--- src/rtl/uart_rx_buffered.sv ---
// Buffered 16x-oversampled UART receiver: 8N1 framing, majority-vote bit decisions,
// false-start rejection, framing/overrun flags and a small receive FIFO with ready/ack.
module uart_rx_buffered #(
  parameter int unsigned FIFO_DEPTH = 4
) (
  input  logic       sys_clk,
  input  logic       sys_rst_l,
  input  logic       uart_dataH,
  input  logic       rec_ackH,
  output logic [7:0] rec_dataH,
  output logic       rec_readyH,
  output logic       framing_errH,
  output logic       overrun_errH
);

  localparam int unsigned AW = $clog2(FIFO_DEPTH);
  localparam int unsigned CW = $clog2(FIFO_DEPTH) + 1;

  typedef enum logic [2:0] {
    S_IDLE,
    S_START,
    S_DATA,
    S_STOP,
    S_WAIT_HIGH
  } state_t;

  state_t          r_state;
  state_t          w_next_state;
  logic            r_sync1;
  logic            r_sync2;
  logic [3:0]      r_cnt;
  logic [2:0]      r_bitn;
  logic            r_s6;
  logic            r_s7;
  logic [7:0]      r_shift;
  logic            r_ferr;
  logic            r_oerr;
  logic [7:0]      r_mem [FIFO_DEPTH];
  logic [AW-1:0]   r_wptr;
  logic [AW-1:0]   r_rptr;
  logic [CW-1:0]   r_count;

  logic            w_rxs;
  logic            w_vote;
  logic            w_full;
  logic            w_pop;
  logic            w_push;
  logic            w_cnt_clr;
  logic            w_shift_en;
  logic            w_ferr;
  logic            w_oerr;

  assign w_rxs  = r_sync2;
  assign w_vote = (r_s6 & r_s7) | (r_s6 & w_rxs) | (r_s7 & w_rxs);
  assign w_full = (r_count == CW'(FIFO_DEPTH));
  assign w_pop  = rec_ackH & rec_readyH;

  assign rec_readyH   = (r_count != '0);
  assign rec_dataH    = rec_readyH ? r_mem[r_rptr] : '0;
  assign framing_errH = r_ferr;
  assign overrun_errH = r_oerr;

  always_comb begin
    w_next_state = r_state;
    w_cnt_clr    = 1'b0;
    w_shift_en   = 1'b0;
    w_push       = 1'b0;
    w_ferr       = 1'b0;
    w_oerr       = 1'b0;
    case (r_state)
      S_IDLE: begin
        if (!w_rxs) begin
          w_next_state = S_START;
          w_cnt_clr    = 1'b1;
        end
      end
      S_START: begin
        if (r_cnt == 4'd8 && w_vote) w_next_state = S_IDLE;
        else if (r_cnt == 4'd15)     w_next_state = S_DATA;
      end
      S_DATA: begin
        if (r_cnt == 4'd8) w_shift_en = 1'b1;
        if (r_cnt == 4'd15 && r_bitn == 3'd7) w_next_state = S_STOP;
      end
      S_STOP: begin
        // Leave at mid-stop so a following start edge is caught without loss.
        if (r_cnt == 4'd8) begin
          if (w_vote) begin
            w_next_state = S_IDLE;
            if (!w_full || w_pop) w_push = 1'b1;
            else                  w_oerr = 1'b1;
          end else begin
            w_next_state = S_WAIT_HIGH;
            w_ferr       = 1'b1;
          end
        end
      end
      S_WAIT_HIGH: begin
        if (w_rxs) w_next_state = S_IDLE;
      end
      default: w_next_state = S_IDLE;
    endcase
  end

  always_ff @(posedge sys_clk) begin
    if (!sys_rst_l) begin
      r_sync1 <= 1'b1;
      r_sync2 <= 1'b1;
      r_state <= S_IDLE;
      r_cnt   <= '0;
      r_bitn  <= '0;
      r_s6    <= 1'b1;
      r_s7    <= 1'b1;
      r_shift <= '0;
      r_ferr  <= 1'b0;
      r_oerr  <= 1'b0;
      r_wptr  <= '0;
      r_rptr  <= '0;
      r_count <= '0;
    end else begin
      r_sync1 <= uart_dataH;
      r_sync2 <= r_sync1;
      r_state <= w_next_state;
      r_ferr  <= w_ferr;
      r_oerr  <= w_oerr;

      if (w_cnt_clr) r_cnt <= '0;
      else if (r_state == S_START || r_state == S_DATA || r_state == S_STOP)
        r_cnt <= r_cnt + 4'd1;

      if (r_state == S_START && r_cnt == 4'd15) r_bitn <= '0;
      else if (r_state == S_DATA && r_cnt == 4'd15 && r_bitn != 3'd7)
        r_bitn <= r_bitn + 3'd1;

      if (r_cnt == 4'd6) r_s6 <= w_rxs;
      if (r_cnt == 4'd7) r_s7 <= w_rxs;
      if (w_shift_en) r_shift <= {w_vote, r_shift[7:1]};

      if (w_push) r_wptr <= r_wptr + AW'(1);
      if (w_pop)  r_rptr <= r_rptr + AW'(1);
      case ({w_push, w_pop})
        2'b10:   r_count <= r_count + CW'(1);
        2'b01:   r_count <= r_count - CW'(1);
        default: r_count <= r_count;
      endcase
    end
  end

  always_ff @(posedge sys_clk) begin
    if (sys_rst_l && w_push) r_mem[r_wptr] <= r_shift;
  end

endmodule

--- config.mk ---
export PLATFORM = sky130hd
export DESIGN_NAME = uart_rx_buffered
export DESIGN_NICKNAME = d
export VERILOG_FILES = /design/src/rtl/uart_rx_buffered.sv
export SDC_FILE = /design/constraint.sdc
export NUM_CORES = 1
export LEC_CHECK = 0
export ABC_AREA = 0
export CAP_MARGIN = 20
export CORE_MARGIN = 4
export CORE_UTILIZATION = 30
export CTS_BUF_LIST = sky130_fd_sc_hd__clkbuf_4
export CTS_CLUSTER_SIZE = 28
export DETAILED_ROUTE_END_ITERATION = 6
export PLACE_DENSITY = 0.43
export SLEW_MARGIN = 20
export SYNTH_ARGS = -nofsm -noshare
export SYNTH_HDL_FRONTEND = slang
export SYNTH_SLANG_ARGS = --single-unit
--- constraint.sdc ---
create_clock -name sys_clk -period 2.3 [get_ports sys_clk]
set_input_delay 0.345 -clock sys_clk [delete_from_list [all_inputs] [get_ports sys_clk]]
set_output_delay 0.345 -clock sys_clk [all_outputs]
set_load 0.02 [all_outputs]
Yosys cells after proc, flatten, opt, wreduce, memory -nomap -nowiden

Memories as Yosys holds them, arrays and structs flattened. A register that Yosys moved wholly into a read port is not among the register bits.
Index checks and enable logic that the tools add are counted.

Add/subtract/negate cells: 6
Equal/unequal tests: 18
Multiplexer cells: 24
Bitwise operators: 7
Reductions and logical operators: 18

Operator list:

| kind                                                 | count |
|---|---|
| 2-to-1 mux 3 bit                                     | 7 |
| one-hot mux 3 bit (5 select lines)                   | 1 |
| 2-to-1 mux 1 bit                                     | 12 |
| equality test 3 bit (second input constant)          | 3 |
| equality test 4 x 3 -> 1 bit (second input constant) | 2 |
| equality test 4 bit (second input constant)          | 2 |
| 2-to-1 mux 8 bit                                     | 1 |
| inequality test 2 bit (second input constant)        | 4 |
| adder 3 x 1 -> 3 bit (second input constant)         | 2 |
| equality test 3 x 2 -> 1 bit (second input constant) | 2 |
| logical AND 1 bit                                    | 6 |
| inequality test 3 bit (second input constant)        | 2 |
| one-hot mux 3 bit (2 select lines)                   | 1 |
| AND reduction 5 bit                                  | 1 |
| adder 2 x 1 -> 2 bit (second input constant)         | 2 |
| adder 4 x 1 -> 4 bit (second input constant)         | 1 |
| AND 1 bit                                            | 4 |
| 2-to-1 mux 2 bit                                     | 2 |
| AND reduction 4 bit                                  | 1 |
| OR reduction 2 bit                                   | 2 |
| equality test 3 x 1 -> 1 bit (second input constant) | 1 |
| logical NOT 3 bit                                    | 1 |
| logical OR 1 bit                                     | 3 |
| AND reduction 3 bit                                  | 1 |
| 8 further kinds                                      | 9 |

Flip-flop bits (word level): 31
Bits in writable memories: 32
Input port bits: 4
Output and inout port bits: 11
Word-level logic and storage cells: 87
Memories kept: 1

Memories:

| memory | words | width | rd ports | clocked after Yosys merged registers in | wr ports | RTL line | source |
|---|---|---|---|---|---|---|---|
| r_mem  | 4     | 8     | 1        | 1                                       | 1        | 38       | `logic [7:0] r_mem [FIFO_DEPTH];` |

Logic depth before layout (Yosys ltp)

Gate-level depths: netlist of the first run.

Word-level depth: 10
Depth in mapped cells: 10

Worst setup path after synthesis of the first run

Ideal clock, no wire load.

Kind: flip-flop to flip-flop
Start point: register r_count[0]
End point: register r_count[2]
Setup time: 76 ps
Arrival time: 2166 ps
Data required time: 2224 ps
Slack: 58 ps
Stages on the path, launching flop included: 9
Cell sequence: dfxtp_1 > or4b_4 > nand4_2 > ha_1 > inv_1 > fa_1 > xor2_1 > or3_1 > a21boi_0

Cells in the longest elaborated chain, start to end: 9
Elaborated cells between the ends (all ways): 15
Those cells by class: add/sub: 2; eq/ne: 3; mux: 5; bitwise: 1; reduce/logical: 4

RTL lines:

| element                                                                  | RTL line | source |
|---|---|---|
| from (decl)                                                              | 41       | `logic [CW-1:0] r_count;` |
| from (signal assigned)                                                   | 142      | `2'b10: r_count <= r_count + CW'(1);` |
| from (signal assigned)                                                   | 143      | `2'b01: r_count <= r_count - CW'(1);` |
| from (signal assigned)                                                   | 144      | `default: r_count <= r_count;` |
| equality test 3 bit or nonzero test 3 bit (tied branches)                | 55, 58   |  |
| logical NOT 1 bit or AND 1 bit (tied branches)                           | 90, 56   |  |
| logical OR 1 bit                                                         | 90       | `if (!w_full \|\| w_pop) w_push = 1'b1;` |
| 2-to-1 mux 1 bit                                                         | 90       |  |
| 2-to-1 mux 1 bit                                                         | 88       | `if (w_vote) begin` |
| 2-to-1 mux 1 bit                                                         | 87       | `if (r_cnt == 4'd8) begin` |
| 2-to-1 mux 1 bit                                                         | 70       | `case (r_state)` |
| equality test 2 x 1 -> 1 bit or equality test 2 bit (tied branches)      | 141      | `case ({w_push, w_pop})` |
| one-hot mux 3 bit (2 select lines) or nonzero test 2 bit (tied branches) | -        |  |

Parallel ways exist; a longest one is shown, timed or not.
A chain may end at the register's enable or synchronous reset.

Worst setup path in the final report of the first run

Start point: input port rec_ackH
End point: register r_count[2]

Cells in the longest elaborated chain, start to end: 8
Elaborated cells between the ends (all ways): 10
Those cells by class: eq/ne: 2; mux: 5; bitwise: 1; reduce/logical: 2

RTL lines:

| element                                                                  | RTL line | source |
|---|---|---|
| from (decl)                                                              | 9        | `input logic rec_ackH,` |
| AND 1 bit *                                                              | 56       | `assign w_pop = rec_ackH & rec_readyH;` |
| logical OR 1 bit                                                         | 90       |  |
| 2-to-1 mux 1 bit                                                         | 90       |  |
| 2-to-1 mux 1 bit                                                         | 88       |  |
| 2-to-1 mux 1 bit                                                         | 87       |  |
| 2-to-1 mux 1 bit                                                         | 70       |  |
| equality test 2 x 1 -> 1 bit or equality test 2 bit (tied branches)      | 141      |  |
| one-hot mux 3 bit (2 select lines) or nonzero test 2 bit (tied branches) | -        |  |

Mark *: on every way between the ends. The rest lies on a longest branch, timed or not.

==> flow_summary.toml, run 1 <==
[placed_design]
port-buffer-count = 14
placedInstanceArea_um2 = 3210
dp_slack_ns = -0.371
gp_congestion = 0.757
hpwlAfterDp_mm = 3.38

[global_routing]
globalRouteTotalUtil_pct = 10.1
grt_pass1_vias = 1733
grt_max_degree = 31
grt_pass1_wl_mm = 8.57
grt_overflow_total = 0
antenna_found_initial = 0

[worst_setup_path]
critical_path_peak_fanout = 2
cpMaxStageDelayCell = "or4b_4"
endpoint_kind = "flip-flop"
crit_chain = "clkdlybuf4s50_1, or4b_4, nand4_4, ha_4, inv_1, fa_1, xor2_1, or3_1, a21boi_1"
crit_buf_inv = 2
worstSetupPathType = "input pin to flip-flop"
cp-startpoint = "rec_ackH"
critPathLaunchType = "input pin"
reg2reg_from = "r_count[1]"
critical-path-max-stage-delay_ns = 0.58
path_delay_family = "simple AND/OR/NAND/NOR gates"
cp.arrival_ns = 2.56
required_ns = 2.63

[pwr]
p_leak_nw = 1.28
power_density_nw_per_um2 = 629
peakVddDrop_v = 0.000237

[clocking]
cts_tree = "yes"
clk_latency_ns = 0.39
htreeDepth = 3
clock-sinks = 65
cts-root-buf = "clkbuf_4"
clk_path_buf_depth = 2
cts.clk_slew.worst_paths_ns = 0.12
cts_setup_buffers = 0
postCtsHoldBufs = 0
cts_buffers = 9

[yosys]
ys_ff_latch = 65
synth_area_per_cell_um2 = 13.0
syn_nets = 232
synth_compound_area_share_pct = 4.11
yosysWarnings = 0
async_flop_share_pct = 0
syn_inst = 217
ys_types = 41
synthMuxAreaShare_pct = 11.7
synth_edf_count = 32
synth_xor_area_share_pct = 2.17
synthAdderAreaFrac_pct = 5.53
synth_seq_area_share_pct = 57.3
synth_top_family_by_area = "simple AND/OR/NAND/NOR gates"
synth.cell_area_um2 = 2830
synthSimpleGateAreaFrac_pct = 16.1
synth_flop_cell = "dfxtp_1"

[layout]
antenna_cells = 0
syn_to_final_growth_pct = 19.5
drive_above_1_share_pct = 24.3
nFillCells = 947
nNetsFinal = 265
stdcell_area_um2 = 3380

[sta]
rsz0062_at_grt = "true"
fin_crit_ns = 2.23
max_slew_margin_pct = 69.4
tns_ns = 0
max_slew.worst_pin.slew_ns = 0.455
setup_viol = 0
setup_slack_ns = 0.0693
slew_viol_final = 0
hold_viol = 0
finClkSkew_ns = 0.0115
fmax_mhz = 448
fin_crit_sh_pct = 97.0

[drt]
viasPerCell = 4.57
firstDrtPassIters = 4
wl_per_cell_um = 13.9
final_antenna_net_count = 0
vias = 1674
drc = 0
drtIter0Drc = 53
wirelength_mm = 5.08

[floorplan]
fp.coreArea_um2 = 9200
ioPinCount = 15
fp.dieArea_um2 = 11100
num_rows = 35
die_y_um = 105
start_util_pct = 30.8
die_w_um = 105

[hold_path]
hp-start = "r_sync1"
hp-class = "flip-flop to flip-flop"

[status]
outcome = "completed"

[run]
maxCapViolCount = 0
[final cells by class]
type                    instances  area, um2  share of cell area, %
repair buffers                 33        274                   8.11
well taps                     111        139                   4.11
clock buffers                   9       67.6                   2.00
clock inverters                 7       93.8                   2.78
inverters                       9       33.8                  0.999
flip-flops and latches         65       1630                   48.1
multi-input cells             132       1150                   33.9
[power by group]
group          total, mW  internal [mW]  switching, mW
sequential          1.21           1.21        0.00177
clock              0.869          0.440          0.428
combinational     0.0497         0.0231         0.0265
total               2.13           1.67          0.457
[sequential cells by signal, indices dropped and copies added, names as in the netlist, named ones only]
signal,flops
r_bitn,3
r_count,3
r_state,3
r_rptr,2
r_sync1,1
r_cnt,4
r_mem,32
r_shift,8
r_s6,1
r_sync2,1
framing_errH,1
r_wptr,2
overrun_errH,1
r_s7,1
[layer usage]
layer  vias to the layer above  track usage [%]  wire length (um)
met3                         5             3.27               173
met2                        22             16.5              2500
met5                         -                0                 0
met1                       809             12.3              2360
li1                        838                -                 -
met4                         0             3.94                51
[per-stage QoR]
step	std cells	power (mW)	hold WS (ns)	utilization [%]
4_1_cts	366	2.16	0.424	36.5
3_5_place_dp	350	1.28	0.395	34.9
6_report	366	2.13	0.420	36.8
3_3_place_gp	350	1.28	0.399	34.9
2_1_floorplan	217	1.26	0.386	-
5_1_grt	366	2.23	0.438	36.8
[layout by cell type, fill, tap and decap left out, types with 3 or more instances in the layout]
cell | netlist | layout
nor2b_1 | 16 | 16
inv_1 | 9 | 9
mux2i_1 | 15 | 15
buf_4 | 2 | 18
and2_1 | 20 | 17
xor2_1 | 3 | 3
mux4_2 | 8 | 8
nand2b_1 | 3 | 3
o2bb2ai_1 | 3 | 3
nor2_1 | 9 | 9
dfxtp_1 | 33 | 29
xnor2_1 | 4 | 4
dfxtp_2 | 0 | 4
nand3_1 | 5 | 5
clkbuf_2 | 0 | 4
clkbuf_4 | 0 | 9
ha_1 | 10 | 9
o21ai_0 | 3 | 3
clkdlybuf4s50_1 | 0 | 5
edfxtp_1 | 32 | 32
and2_2 | 0 | 3
nand2_1 | 7 | 7
clkdlybuf4s15_1 | 0 | 4
[synth_stat cells (2+ instances only)]
master	number	share of area (%)
nand4_2	2	0.88
nand2_1	7	0.93
o21ai_0	3	0.53
a21oi_1	2	0.35
buf_2	4	0.71
and3b_1	2	0.62
buf_4	2	0.53
clkbuf_1	4	0.53
dfxtp_1	33	23
nor2_1	9	1.2
ha_1	10	4.4
edfxtp_1	32	34
nor2b_1	16	3.5
or3_1	2	0.44
nand3_1	5	0.88
inv_1	9	1.2
xor2_1	3	0.93
mux4_2	8	6.4
nand2b_1	3	0.66
nor3_1	2	0.35
o2bb2ai_1	3	0.93
xnor2_1	4	1.2
and2_1	20	4.4
mux2i_1	15	5.3
[worst reg2reg max path, cell delays in order, from the launching register on]
cell and delay, ns:
dfxtp_2 0.36, or4b_4 0.55, nand4_4 0.10, ha_4 0.14
inv_1 0.04, fa_1 0.37, xor2_1 0.16, or3_1 0.30
a21boi_1 0.11
[timing repair]
item	in CTS	in global routing
pin swaps	0	3
resized for setup	9	23
endpoints found under the hold margin	0	0
cloned	0	0
setup endpoints to repair	9	9
[final timing paths]
check        cells after the start          to  slack (ns)
max                              9  r_count[2]        0.07
min                              1     r_sync2        0.42
max reg2reg                      8  r_count[2]        0.11
min reg2reg                      1     r_sync2        0.42
[cell families (layout without fill, tap and decap cells)]
logic type	count (synthesis)	count (layout)
multiplexers	23	23
adder cells (fa/ha/maj)	12	12
buffers and inverters	20	58
AO/OA/AOI/OAI	15	15
XOR/XNOR	7	7
AND/OR/NAND/NOR	75	75
flip-flops	65	65
(Power assumes the default switching activity.)
==> run 2, diff against run 1 <==
--- a/config.mk
+++ b/config.mk
@@ -7,12 +7,15 @@
 export LEC_CHECK = 0
 export ABC_AREA = 0
 export CAP_MARGIN = 20
+export CELL_PAD_IN_SITES_DETAIL_PLACEMENT = 0
+export CELL_PAD_IN_SITES_GLOBAL_PLACEMENT = 2
 export CORE_MARGIN = 4
-export CORE_UTILIZATION = 30
+export CORE_UTILIZATION = 35
 export CTS_BUF_LIST = sky130_fd_sc_hd__clkbuf_4
 export CTS_CLUSTER_SIZE = 28
 export DETAILED_ROUTE_END_ITERATION = 6
-export PLACE_DENSITY = 0.43
+export GPL_ROUTABILITY_DRIVEN = 0
+export PLACE_DENSITY = 0.66
 export SLEW_MARGIN = 20
 export SYNTH_ARGS = -nofsm -noshare
 export SYNTH_HDL_FRONTEND = slang
==> flow_summary.toml, run 2 (same netlist as run 1, synthesis figures left out) <==
[status]
outcome = "completed"

[global_routing]
globalRouteTotalUtil_pct = 11.4
antenna_found_initial = 0
grt_max_degree = 31
grt_pass1_wl_mm = 8.45
grt_overflow_total = 0
grt_pass1_vias = 1772

[worst_setup_path]
crit_buf_inv = 2
cpMaxStageDelayCell = "or4b_4"
endpoint_kind = "flip-flop"
critical-path-max-stage-delay_ns = 0.50
worstSetupPathType = "input pin to flip-flop"
crit_chain = "clkdlybuf4s50_1, or4b_4, nand4_2, ha_2, inv_1, fa_2, xor2_1, or3_1, a21boi_1"
path_delay_family = "simple AND/OR/NAND/NOR gates"
required_ns = 2.63
rrSetupSlack_ns = 0.04
critical_path_peak_fanout = 2
cp.arrival_ns = 2.60
critPathLaunchType = "input pin"

[layout]
syn_to_final_growth_pct = 17.5
largest_reg_flops = 32
layout_commonest_cell = "edfxtp_1"
nNetsFinal = 261
antenna_cells = 0
regMostFlops = "r_mem"
nFillCells = 733
layoutNonFillerInstCount = 353
drive_above_1_share_pct = 21.9
reg_top3 = "r_mem x32, r_shift x8, r_cnt x4"
post-route-util_pct = 42.6
layout_common_cells = "edfxtp_1 (32), dfxtp_1 (29), and2_1 (19)"

[floorplan]
fp.dieArea_um2 = 9590
die_w_um = 97.9
start_util_pct = 36.2
num_rows = 32
fp.coreArea_um2 = 7810
die_y_um = 97.9
ioPinCount = 15

[sta]
tns_ns = 0
hold_viol = 0
max_slew.worst_pin.slew_ns = 0.517
setup_slack_ns = 0.0341
max_slew_margin_pct = 65.2
fmax_mhz = 441
rsz0062_at_grt = "true"
finClkSkew_ns = 0.0166
fin_crit_sh_pct = 98.5
fin_crit_ns = 2.27
slew_viol_final = 0
setup_viol = 0

[drt]
viasPerCell = 4.79
firstDrtPassIters = 5
wl_per_cell_um = 14.3
drtIter0Drc = 45
vias = 1692
final_antenna_net_count = 0
wirelength_mm = 5.04
drc = 0

[clocking]
clk_path_buf_depth = 2
clk_latency_ns = 0.40
cts-root-buf = "clkbuf_4"
cts.clk_slew.worst_paths_ns = 0.11
htreeDepth = 3
clock-sinks = 65
cts_setup_buffers = 0
cts_tree = "yes"
cts_buffers = 9

[hold_path]
hp-class = "flip-flop to flip-flop"

[pwr]
peakVddDrop_v = 0.000333
power_density_nw_per_um2 = 638
p_leak_nw = 1.25

[placed_design]
port-buffer-count = 14
place_inst = 337
hpwlAfterDp_mm = 3.52
dp_slack_ns = -0.450

[run]
maxCapViolCount = 0
[run 2: changes by cell type in the layout (fill, tap and decap cells not counted), sizes merged]
cell           previous run  this run
clkbuf                   13        12
buf                      19        15
clkdlybuf4s15             4         5
[run 2: repair_timing]
action,CTS,global route
pin swaps,0,1
hold buffers,0,0
setup endpoints to repair,10,17
resized for setup,13,15
[run 2: final cells by class]
cell class / instances / area, um2 / share of cell area [%]
Tap cell: 102 / 128 / 3.84
Clock inverter: 7 / 92.6 / 2.79
Sequential cell: 65 / 1630 / 48.9
Clock buffer: 9 / 67.6 / 2.03
Timing Repair Buffer: 29 / 249 / 7.49
Inverter: 9 / 33.8 / 1.02
Multi-Input combinational cell: 132 / 1130 / 33.9
[run 2: where the power goes]
part	leakage [nW]	internal [mW]	switching, mW	total, mW
clock network	0.0800	0.439	0.429	0.868
logic	0.606	0.0217	0.0231	0.0448
registers	0.565	1.21	0.00382	1.21
[run 2: per-stage QoR]
stage | cell area [um2] | hold slack (ns) | power (mW)
6_report | 3320 | 0.418 | 2.12
5_1_grt | 3320 | 0.433 | 2.21
4_1_cts | 3320 | 0.424 | 2.16
3_5_place_dp | 3170 | 0.396 | 1.28
3_3_place_gp | 3170 | 0.396 | 1.28
2_1_floorplan | 2830 | 0.386 | 1.26
[run 2: final timing paths]
kind                   start    endpoint  cells past startpoint
setup / recovery    rec_ackH  r_count[2]                      9
hold / removal       r_sync1     r_sync2                      1
setup reg to reg  r_count[0]  r_count[2]                      8
hold reg to reg      r_sync1     r_sync2                      1
[run 2: per-layer routing]
metal	wire length, um	part of all wire, %	global-route usage [%]	vias to the layer above
li1	-	-	-	831
met1	2050	41	12.5	831
met2	2730	54	20.2	22
met3	171	3.4	2.79	8
met4	88	1.7	6.07	0
met5	0	0	0	-
==> run 3, diff against run 2 <==
--- a/config.mk
+++ b/config.mk
@@ -16,6 +16,8 @@
 export DETAILED_ROUTE_END_ITERATION = 6
 export GPL_ROUTABILITY_DRIVEN = 0
 export PLACE_DENSITY = 0.66
+export RECOVER_POWER = 100
+export SETUP_SLACK_MARGIN = 0.1
 export SLEW_MARGIN = 20
 export SYNTH_ARGS = -nofsm -noshare
 export SYNTH_HDL_FRONTEND = slang
==> flow_summary.toml, run 3 (same netlist as run 1, synthesis figures left out) <==
[placed_design]
port-buffer-count = 14
hpwlAfterDp_mm = 3.51

[clocking]
clock-sinks = 65
htreeDepth = 3
clk_latency_ns = 0.40
cts_buffers = 9
cts-root-buf = "clkbuf_4"
cts.clk_slew.worst_paths_ns = 0.11
clk_path_buf_depth = 2
cts_tree = "yes"

[sta]
max_slew_margin_pct = 20.7
fmax_mhz = 454
slew_viol_final = 0
setup_viol = 0
max_slew.worst_pin.slew_ns = 1.19
rsz0062_at_grt = "true"
hold_viol = 0
fin_crit_ns = 2.20
finClkSkew_ns = 0.00823
fin_crit_sh_pct = 95.7

[layout]
nNetsFinal = 259
reg_top3 = "r_mem x32, r_shift x8, r_cnt x4"
antenna_cells = 0
post-route-util_pct = 42.0
regMostFlops = "r_mem"
syn_to_final_growth_pct = 15.9
layout_common_cells = "edfxtp_1 (32), dfxtp_1 (29), nor2b_1 (16)"
largest_reg_flops = 32
drive_above_1_share_pct = 23.3
layout_commonest_cell = "edfxtp_1"

[drt]
viasPerCell = 4.75
wirelength_mm = 5.23
wl_per_cell_um = 14.9
drtIter0Drc = 32
final_antenna_net_count = 0
dr_wl_met3_um = 154
met2_wirelength_mm = 2.74
drt-met1-wl_mm = 2.24
drc = 0
firstDrtPassIters = 4
vias = 1667
topRoutingLayerUsed = "met4"

[global_routing]
grt_max_degree = 31
antenna_found_initial = 0
grt_pass1_wl_mm = 8.76
grt_overflow_total = 0
grt_pass1_vias = 1780
globalRouteTotalUtil_pct = 11.9

[hold_path]
hp-class = "flip-flop to flip-flop"

[worst_setup_path]
crit_chain = "or4b_4, nand4_4, ha_4, inv_1, fa_2, xor2_1, or3_1, a21boi_1"
critPathLaunchType = "flip-flop"
endpoint_kind = "flip-flop"
critical-path-max-stage-delay_ns = 0.57
crit_buf_inv = 1
critical_path_peak_fanout = 4
required_ns = 2.64
worstSetupPathType = "flip-flop to flip-flop"
cp.arrival_ns = 2.54
cpMaxStageDelayCell = "or4b_4"
path_delay_family = "simple AND/OR/NAND/NOR gates"

[floorplan]
start_util_pct = 36.2
die_w_um = 97.9
fp.coreArea_um2 = 7810
die_y_um = 97.9
ioPinCount = 15
fp.dieArea_um2 = 9590
num_rows = 32

[pwr]
p_leak_nw = 1.25
power_density_nw_per_um2 = 650
finalPower_mw = 2.13
peakVddDrop_v = 0.000268

[status]
outcome = "completed"

[run]
maxCapViolCount = 0
## run 3: routing by layer
| metal | up-vias | global-route usage (%) |
|---|---|---|
| li1 | 830 | - |
| met4 | 0 | 6.07 |
| met2 | 20 | 20.8 |
| met1 | 806 | 13.3 |
| met5 | - | 0 |
| met3 | 11 | 2.93 |
## run 3: stage by stage
stage | setup TNS [ns] | hold slack (ns) | cells | cell area (um2) | setup WS (ns)
2_1_floorplan | 0 | 0.386 | 217 | 2850 | 0.132
3_3_place_gp | -0.292 | 0.402 | 334 | 3170 | -0.270
3_5_place_dp | -0.498 | 0.414 | 334 | 3170 | -0.405
4_1_cts | 0 | 0.432 | 350 | 3340 | 0.0685
5_1_grt | -0.000992 | 0.449 | 351 | 3280 | -0.000992
6_report | 0 | 0.432 | 351 | 3280 | 0.0990
## run 3: cell type report
type                            count  area (um2)
Sequential cell                    65        1630
Fill cell                         746        4530
Timing Repair Buffer               27         186
Tap cell                          102         128
Inverter                            9        33.8
Clock inverter                      7        93.8
Clock buffer                        9        67.6
Multi-Input combinational cell    132        1140
## run 3: what timing repair did
action,4_1_cts,5_1_grt
setup buffers,0,1
endpoints found under the setup margin,18,41
pin swaps,2,1
hold buffers,0,0
endpoints found under the hold margin,0,0
gates cloned,0,0
resized for setup,30,13
## run 3: where the power goes
part	internal, mW	leakage (nW)	switching [mW]
combinational	0.0209	0.597	0.0232
clock	0.441	0.0839	0.437
sequential	1.21	0.565	0.00393
## run 3: path summary, 6_finish.rpt
check | to | depth (start not counted) | slack, ns | startpoint
hold reg to reg | r_sync2 | 1 | 0.43 | r_sync1
setup reg to reg | r_count[2] | 8 | 0.1 | r_count[0]
hold / removal | r_sync2 | 1 | 0.43 | r_sync1
setup / recovery | r_count[2] | 8 | 0.1 | r_count[0]
